--- src/rtl/alu_pkg.sv ---
// alu_pkg: shared FSM state encoding and ALU function codes for the operand loader.
package alu_pkg;
  typedef enum logic [2:0] {
    S_LOAD_A = 3'd0,
    S_LOAD_B = 3'd1,
    S_LOAD_F = 3'd2,
    S_EXEC   = 3'd3,
    S_SHOW   = 3'd4
  } alu_load_state_t;
  localparam logic [2:0] FN_ADD = 3'd0;
  localparam logic [2:0] FN_OR  = 3'd1;
  localparam logic [2:0] FN_AND = 3'd2;
  localparam logic [2:0] FN_CAT = 3'd3;
endpackage

--- src/rtl/alu_operand_loader_if.sv ---
// alu_operand_loader_if: button/switch inputs, ALU feedback and registered outputs of the loader.
interface alu_operand_loader_if #(parameter int N = 4);
  logic           load;
  logic           clear;
  logic [N-1:0]   data_in;
  logic [2:0]     func_in;
  logic [2*N-1:0] alu_result;
  logic [N-1:0]   A;
  logic [N-1:0]   B;
  logic [2:0]     Function;
  logic [2*N-1:0] result;
  logic           result_valid;
  logic [2:0]     stage;
  modport master (
    output load, clear, data_in, func_in, alu_result,
    input  A, B, Function, result, result_valid, stage
  );
  modport slave (
    input  load, clear, data_in, func_in, alu_result,
    output A, B, Function, result, result_valid, stage
  );
endinterface

--- src/rtl/alu_operand_loader_rise_detect.sv ---
// rise_detect: one-cycle pulse on a rising input; resets high so a level held through reset gives no pulse.
module rise_detect (
  input  logic clk,
  input  logic reset,
  input  logic d,
  output logic rise
);
  logic d_q;
  logic d_d;
  always_comb d_d = d;
  always_ff @(posedge clk)
    if (reset) d_q <= 1'b1;
    else d_q <= d_d;
  assign rise = d & ~d_q;
endmodule

--- src/rtl/alu_operand_loader.sv ---
// alu_operand_loader: sequences A, B and function code from one load button and registers the ALU result.
// Optional: define ALU_CHAIN_EN so a press in S_SHOW chains the result into A and loads a new B.
module alu_operand_loader
  import alu_pkg::*;
#(
  parameter int N = 4
) (
  input logic              clk,
  input logic              reset,
  alu_operand_loader_if.slave bus
);
  alu_load_state_t state_q, state_d;
  logic [N-1:0]    a_q, a_d, b_q, b_d;
  logic [2:0]      f_q, f_d;
  logic [2*N-1:0]  res_q, res_d;
  logic            load_rise;
  rise_detect u_rise (
    .clk   (clk),
    .reset (reset),
    .d     (bus.load),
    .rise  (load_rise)
  );
  always_comb begin
    state_d = state_q;
    a_d     = a_q;
    b_d     = b_q;
    f_d     = f_q;
    res_d   = res_q;
    if (bus.clear) begin
      state_d = S_LOAD_A;
      a_d     = '0;
      b_d     = '0;
      f_d     = '0;
      res_d   = '0;
    end else begin
      case (state_q)
        S_LOAD_A: if (load_rise) begin a_d = bus.data_in; state_d = S_LOAD_B; end
        S_LOAD_B: if (load_rise) begin b_d = bus.data_in; state_d = S_LOAD_F; end
        S_LOAD_F: if (load_rise) begin f_d = bus.func_in; state_d = S_EXEC; end
        S_EXEC: begin
          res_d   = bus.alu_result;
          state_d = S_SHOW;
        end
        S_SHOW: if (load_rise) begin
`ifdef ALU_CHAIN_EN
          a_d     = res_q[N-1:0];
          b_d     = bus.data_in;
          state_d = S_LOAD_F;
`else
          state_d = S_LOAD_A;
`endif
        end
        default: state_d = S_LOAD_A;
      endcase
    end
  end
  always_ff @(posedge clk)
    if (reset) begin
      state_q <= S_LOAD_A;
      a_q     <= '0;
      b_q     <= '0;
      f_q     <= '0;
      res_q   <= '0;
    end else begin
      state_q <= state_d;
      a_q     <= a_d;
      b_q     <= b_d;
      f_q     <= f_d;
      res_q   <= res_d;
    end
  assign bus.A            = a_q;
  assign bus.B            = b_q;
  assign bus.Function     = f_q;
  assign bus.result       = res_q;
  assign bus.result_valid = (state_q == S_SHOW);
  assign bus.stage        = state_q;
endmodule

--- src/flat_wrapper.sv ---
// flat-port wrapper written by rule: the top's interface ports become plain ports
module alu_operand_loader_flat import alu_pkg::*;
#(
  parameter int N = 4
)
  (clk, reset, bus_load, bus_clear, bus_data_in, bus_func_in, bus_alu_result, bus_A, bus_B, bus_Function, bus_result, bus_result_valid, bus_stage);
  alu_operand_loader_if #(.N(N)) bus_i ();
  input logic clk;
  input logic reset;
  input wire logic [$bits(bus_i.load)-1:0] bus_load;
  input wire logic [$bits(bus_i.clear)-1:0] bus_clear;
  input wire logic [$bits(bus_i.data_in)-1:0] bus_data_in;
  input wire logic [$bits(bus_i.func_in)-1:0] bus_func_in;
  input wire logic [$bits(bus_i.alu_result)-1:0] bus_alu_result;
  output wire logic [$bits(bus_i.A)-1:0] bus_A;
  output wire logic [$bits(bus_i.B)-1:0] bus_B;
  output wire logic [$bits(bus_i.Function)-1:0] bus_Function;
  output wire logic [$bits(bus_i.result)-1:0] bus_result;
  output wire logic [$bits(bus_i.result_valid)-1:0] bus_result_valid;
  output wire logic [$bits(bus_i.stage)-1:0] bus_stage;
  assign bus_i.load = bus_load;
  assign bus_i.clear = bus_clear;
  assign bus_i.data_in = bus_data_in;
  assign bus_i.func_in = bus_func_in;
  assign bus_i.alu_result = bus_alu_result;
  assign bus_A = bus_i.A;
  assign bus_B = bus_i.B;
  assign bus_Function = bus_i.Function;
  assign bus_result = bus_i.result;
  assign bus_result_valid = bus_i.result_valid;
  assign bus_stage = bus_i.stage;
  alu_operand_loader #(.N(N)) u_core (.clk(clk), .reset(reset), .bus(bus_i));
endmodule
--- config.mk ---
export PLATFORM = sky130hd
export DESIGN_NAME = alu_operand_loader_flat
export DESIGN_NICKNAME = d
export VERILOG_FILES = /design/src/rtl/alu_pkg.sv /design/src/rtl/alu_operand_loader_if.sv /design/src/rtl/alu_operand_loader_rise_detect.sv /design/src/rtl/alu_operand_loader.sv /design/src/flat_wrapper.sv
export SDC_FILE = /design/constraint.sdc
export NUM_CORES = 1
export LEC_CHECK = 0
export BUFFER_PORTS_ARGS = -buffer_cell sky130_fd_sc_hd__buf_2
export CELL_PAD_IN_SITES_DETAIL_PLACEMENT = 0
export CELL_PAD_IN_SITES_GLOBAL_PLACEMENT = 2
export CORE_UTILIZATION = 28
export CTS_CLUSTER_DIAMETER = 100
export CTS_CLUSTER_SIZE = 24
export DETAILED_ROUTE_END_ITERATION = 12
export PLACE_DENSITY_LB_ADDON = 0.1
export SYNTH_ARGS = -nofsm -noshare
export SYNTH_HDL_FRONTEND = slang
export SYNTH_SLANG_ARGS = --single-unit
--- constraint.sdc ---
create_clock -name clk -period 2.5 [get_ports clk]
set_clock_uncertainty 0.05 [all_clocks]
set_input_delay 0 -clock clk [delete_from_list [all_inputs] [get_ports clk]]
set_output_delay 0 -clock clk [all_outputs]
set_load 0.03 [all_outputs]
==> impl_metrics.json, run 1 <==
{
  "hold_viol": 0,
  "core_area_sq_um": 3130,
  "hold_buffers": 17,
  "hpwl_um": 1470,
  "ys_seq_area_share_pct": 48.4,
  "synthesis.area_sq_um": 952,
  "synth_top_area_share_pct": 48.4,
  "rsz0062_at_grt": "false",
  "start_util_pct": 30.4,
  "ys_ff_latch": 23,
  "firstDrtPassIters": 4,
  "drt_iter0_markers": 37,
  "layout_setup_ws_ps": 887,
  "cts_tree": "done",
  "cp-start-kind": "register",
  "h-tree-depth": 1,
  "cts_resized": 0,
  "synth_nets": 112,
  "ys_warn_count": 0,
  "worstHoldPathType": "input pin to register",
  "synth_top_cell_by_area": "dfxtp_1",
  "antenna_found_initial": 0,
  "grt.met2_usage_pct": 20.1,
  "critical_path.max_fanout": 10,
  "synth.top_cells.by_count": "dfxtp_1 (23), mux2i_1 (16), nand2_1 (13)",
  "ys.flop_type": "dfxtp_1",
  "dieArea_sq_um": 3640,
  "drcViolationCount": 0,
  "numCtsBuffers": 3,
  "path_clk_slew_ps": 120,
  "syn_to_final_growth_pct": 43.4,
  "dpl.cell_count": 172,
  "gr-total-overflow": 0,
  "clk-insertion-delay-late_ps": 300,
  "synth_edf_count": 0,
  "gp_congestion": 0.688,
  "finalPower_w": 0.000603,
  "crit_path_top_delay_cell": "dfxtp_1",
  "cp_num_buf_inv": 0,
  "status": "complete, no violations",
  "worstMarginPinSlew_ps": 704,
  "avgSynthCellArea_sq_um": 10.2,
  "worst_path_largest_cell_delay_ps": 640,
  "cts.repair_timing.setup_buffer_count": 0,
  "fmaxAchievable_mhz": 620,
  "nNetsFinal": 169,
  "cts_buffer_depth": 2,
  "layoutNonFillerInstCount": 193,
  "yosys-top-cells-area": "dfxtp_1 (48%), mux2i_1 (17%), nand2_1 (5.1%)",
  "finalSetupTns_ps": 0,
  "clock-sinks": 23,
  "power.leakage_nw": 0.663,
  "n_antenna_cell": 0,
  "clock-root-buffer": "clkbuf_4",
  "min_period_ps": 1610,
  "vias": 828,
  "grt.busiest_layer": "met2",
  "finalCritPeriodShare_pct": 64.5,
  "met3_usage_pct": 3.25,
  "numPortBuffers": 41,
  "io_pins": 42,
  "dieWidth_um": 60.3,
  "dp_worst_setup_slack_ps": 886,
  "final_layout_size_suffix_gt1_share_pct": 34.9,
  "end_kind": "register",
  "grtUsageTotal_pct": 12.6,
  "grt_pass1_wl_um": 3390,
  "wl_per_cell_um": 10.6,
  "critical_path_arrival_ps": 1750,
  "synth_cells": 93,
  "slew_headroom_pct": 52.9,
  "synth.most_common_cell": "dfxtp_1",
  "met1_usage_pct": 15.9,
  "cap_viol_max_count": 0,
  "critical_path_required_ps": 2640,
  "slew_viol_final": 0,
  "via_per_inst": 4.29,
  "synth_cell_types": 25,
  "routed_wirelength_um": 2050,
  "cp_top_family": "flip-flops",
  "n_fill_cell": 328,
  "vdd_drop_max_v": 0.000210,
  "cellPowerDensity_nw_per_um2": 441,
  "grt_pass1_vias": 760,
  "die_h_um": 60.3,
  "synth-async-reset-ratio_pct": 0,
  "crit_type": "register to register",
  "finalSetupViolations": 0,
  "crit_chain": "nand3b_1, mux2i_1, nor2_1",
  "rows": 20,
  "grt_max_degree": 15,
  "final_antenna_net_count": 0
}
[metrics by stage]
step	cell area (sq um)	utilization [%]	hold WS, ps
6_report	1370	43.6	39.8
5_1_grt	1370	43.6	59.8
4_1_cts	1370	43.6	29.3
3_5_place_dp	1170	37.4	164
3_3_place_gp	1170	37.4	164
2_1_floorplan	952	-	53.8
[routing by layer]
metal,share of wire [%],vias up
li1,-,428
met1,48,378
met2,46,20
met3,4.3,2
met4,0.93,0
met5,0,-
[worst min-delay path, delay by kind of cell]
kind | cells | cell delay, ps
AND/OR/NAND/NOR | 2 | 180
buffers and inverters | 1 | 120
AO/OA/AOI/OAI | 1 | 50
[state kept, by name (all words and copies together) (netlist names)]
register / flops
u_core.bus.A: 4
u_core.bus.B: 4
u_core.bus.Function: 3
u_core.bus.result: 8
u_core.bus.stage: 3
u_core.u_rise.d_q: 1
[final timing paths]
| check | from | endpoint | slack, ps | cells after the start |
|---|---|---|---|---|
| min | bus_load | u_core.bus.stage[2] | 40 | 4 |
| max | u_core.bus.stage[2] | u_core.bus.result[4] | 890 | 3 |
| max reg2reg | u_core.bus.stage[2] | u_core.bus.result[4] | 890 | 3 |
| min reg2reg | u_core.bus.A[0] | u_core.bus.A[0] | 420 | 2 |
[cells in the final DEF (no fill, tap or decap)]
master,count
buf_2,41
dfxtp_1,23
dlygate4sd3_1,17
mux2i_1,16
nand2_1,13
nor2_1,10
a21oi_1,4
nand3_1,3
o31ai_1,3
clkbuf_4,3
nand2b_1,2
nor3b_2,1
nand2b_4,1
nor3_4,1
nand3b_1,1
or2_1,1
nor3b_4,1
nor2b_1,1
o21a_1,1
nor3_1,1
mux2_4,1
nor3_2,1
nand2_2,1
or2_2,1
clkbuf_1,1
[where the power goes]
| group | internal, W | switching [W] |
|---|---|---|
| registers | 0.000369 | 0.00000216 |
| clock network | 0.0000621 | 0.000109 |
| logic | 0.0000363 | 0.0000243 |
| total | 0.000467 | 0.000135 |
[final cells by class]
type,count,area (sq um),area share (%)
well taps,44,55.1,4.03
repair buffers,58,375,27.5
flip-flops and latches,23,460,33.7
multi-input cells,64,448,32.8
clock buffers,4,26.3,1.92
[logic make-up after synthesis]
group / Yosys count / synth area share [%]
buffers and inverters: 6 / 4.60
multiplexers: 17 / 18.4
flip-flops: 23 / 48.4
AO/OA/AOI/OAI: 8 / 5.26
AND/OR/NAND/NOR: 39 / 23.4
(Power assumes the default switching activity.)
==> inputs of run 2 (changes only) <==
--- a/config.mk
+++ b/config.mk
@@ -8,7 +8,7 @@
 export BUFFER_PORTS_ARGS = -buffer_cell sky130_fd_sc_hd__buf_2
 export CELL_PAD_IN_SITES_DETAIL_PLACEMENT = 0
 export CELL_PAD_IN_SITES_GLOBAL_PLACEMENT = 2
-export CORE_UTILIZATION = 28
+export CORE_UTILIZATION = 26
 export CTS_CLUSTER_DIAMETER = 100
 export CTS_CLUSTER_SIZE = 24
 export DETAILED_ROUTE_END_ITERATION = 12
==> constraint.sdc (replaced) <==
create_clock -name clk -period 1.5 [get_ports clk]
set_clock_uncertainty 0.05 [all_clocks]
set_input_delay 0 -clock clk [delete_from_list [all_inputs] [get_ports clk]]
set_output_delay 0 -clock clk [all_outputs]
set_load 0.03 [all_outputs]
==> impl_metrics.json, run 2 (same netlist as run 1, synthesis figures left out) <==
{
  "status": "complete, no violations",
  "finalCritPeriodShare_pct": 87.7,
  "clock-root-buffer": "clkbuf_4",
  "cellPowerDensity_nw_per_um2": 714,
  "critPathLaunch": "u_core.bus.stage[0]",
  "hpwl_um": 1500,
  "gr-total-overflow": 0,
  "drt_iter0_markers": 23,
  "finalPower_w": 0.000996,
  "critical_path_arrival_ps": 1510,
  "nNetsFinal": 172,
  "rows": 21,
  "cts_resized": 0,
  "worst_path_largest_cell_delay_ps": 530,
  "vdd_drop_max_v": 0.000325,
  "start_util_pct": 27.9,
  "gp_congestion": 0.661,
  "crit_chain": "nand2b_1, nor3_4, mux2i_1",
  "cap_viol_max_count": 0,
  "cts_tree": "done",
  "critical_path_required_ps": 1690,
  "cts_buffer_depth": 2,
  "worstHoldPathType": "input pin to register",
  "syn_to_final_growth_pct": 46.6,
  "crit_type": "register to register",
  "clock-sinks": 23,
  "firstDrtPassIters": 2,
  "die_h_um": 62.5,
  "numCtsBuffers": 3,
  "hold_viol": 0,
  "n_fill_cell": 350,
  "worstMarginPinSlew_ps": 518,
  "via_per_inst": 4.23,
  "final_layout_size_suffix_gt1_share_pct": 36.2,
  "antenna_found_initial": 0,
  "cp-start-kind": "register",
  "io_pins": 42,
  "numPortBuffers": 41,
  "grt_pass1_wl_um": 3400,
  "grt_max_degree": 15,
  "core_area_sq_um": 3420,
  "crit_path_top_delay_cell": "dfxtp_1",
  "path_clk_slew_ps": 120,
  "end_kind": "register",
  "final_util_pct": 40.9,
  "most-common-layout-cells": "buf_2 (41), dfxtp_1 (23), dlygate4sd3_1 (17), mux2i_1 (16), nand2_1 (13)",
  "clk-insertion-delay-late_ps": 300,
  "dieArea_sq_um": 3910,
  "finalSetupViolations": 0,
  "h-tree-depth": 1,
  "min_period_ps": 1320,
  "power.leakage_nw": 0.675,
  "vias": 838,
  "finalSetupTns_ps": 0,
  "drcViolationCount": 0,
  "slew_viol_final": 0,
  "routed_wirelength_um": 2020,
  "n_antenna_cell": 0,
  "critical_path.max_fanout": 8,
  "largest_reg_flops": 8,
  "grtUsageTotal_pct": 11.2,
  "ff2ff_setup_slack_ps": 180,
  "slew_headroom_pct": 65.5,
  "hp-start": "bus_load",
  "final_common_cell": "buf_2",
  "final_antenna_net_count": 0,
  "rsz0062_at_grt": "false",
  "r2r-start": "u_core.bus.stage[0]",
  "grt_pass1_vias": 768,
  "wl_per_cell_um": 10.2,
  "dieWidth_um": 62.5,
  "fmaxAchievable_mhz": 760
}
==> run 2: layout make-up <==
type	instances	area [sq um]	area share, %
multi-input combinational	64	454	32.5
timing repair buffer	61	398	28.5
sequential	23	460	33.0
tap	46	57.6	4.12
clock buffer	4	26.3	1.88
==> run 2: worst paths after layout <==
check                   endpoint  cells after the start
min          u_core.bus.stage[2]                      4
min reg2reg      u_core.bus.B[2]                      2
max reg2reg      u_core.bus.B[2]                      3
max              u_core.bus.B[2]                      3
==> run 2: worst max-delay path, delay by kind of cell (launching register included) <==
| family | cells | cell delay, ps |
|---|---|---|
| mux | 1 | 210 |
| flops | 1 | 530 |
| simple gates | 2 | 470 |
==> run 2: per-layer routing <==
metal	wire length, um	track usage (%)	up-vias	share of wire, %
li1	-	-	435	-
met1	910	13.8	382	45
met5	0	0	-	0
met3	95	3.47	2	4.7
met2	993	17.5	19	49
met4	17	5.23	0	0.84
==> run 2: through the flow <==
| stage | area, sq um | setup WS, ps | instances | hold WS [ps] |
|---|---|---|---|---|
| after floorplan | 958 | 97.4 | 93 | 53.8 |
| after global placement | 1200 | 181 | 177 | 163 |
| after detailed placement | 1200 | 179 | 177 | 163 |
| after CTS | 1400 | 166 | 198 | 31.0 |
| after global routing | 1400 | 63.5 | 198 | 58.3 |
| final | 1400 | 185 | 198 | 45.4 |
==> run 2: timing repair <==
item	in CTS	in global routing
hold buffers	17	0
buffers inserted	0	0
endpoints found under the hold margin	20	0
==> run 2: power breakdown <==
| group | total, W | leakage, nW | internal, W | switching, W |
|---|---|---|---|---|
| logic | 0.000103 | 0.474 | 0.0000623 | 0.0000404 |
| registers | 0.000618 | 0.186 | 0.000614 | 0.00000393 |
| clock network | 0.000275 | 0.0150 | 0.000104 | 0.000172 |
| total | 0.000996 | 0.675 | 0.000780 | 0.000216 |
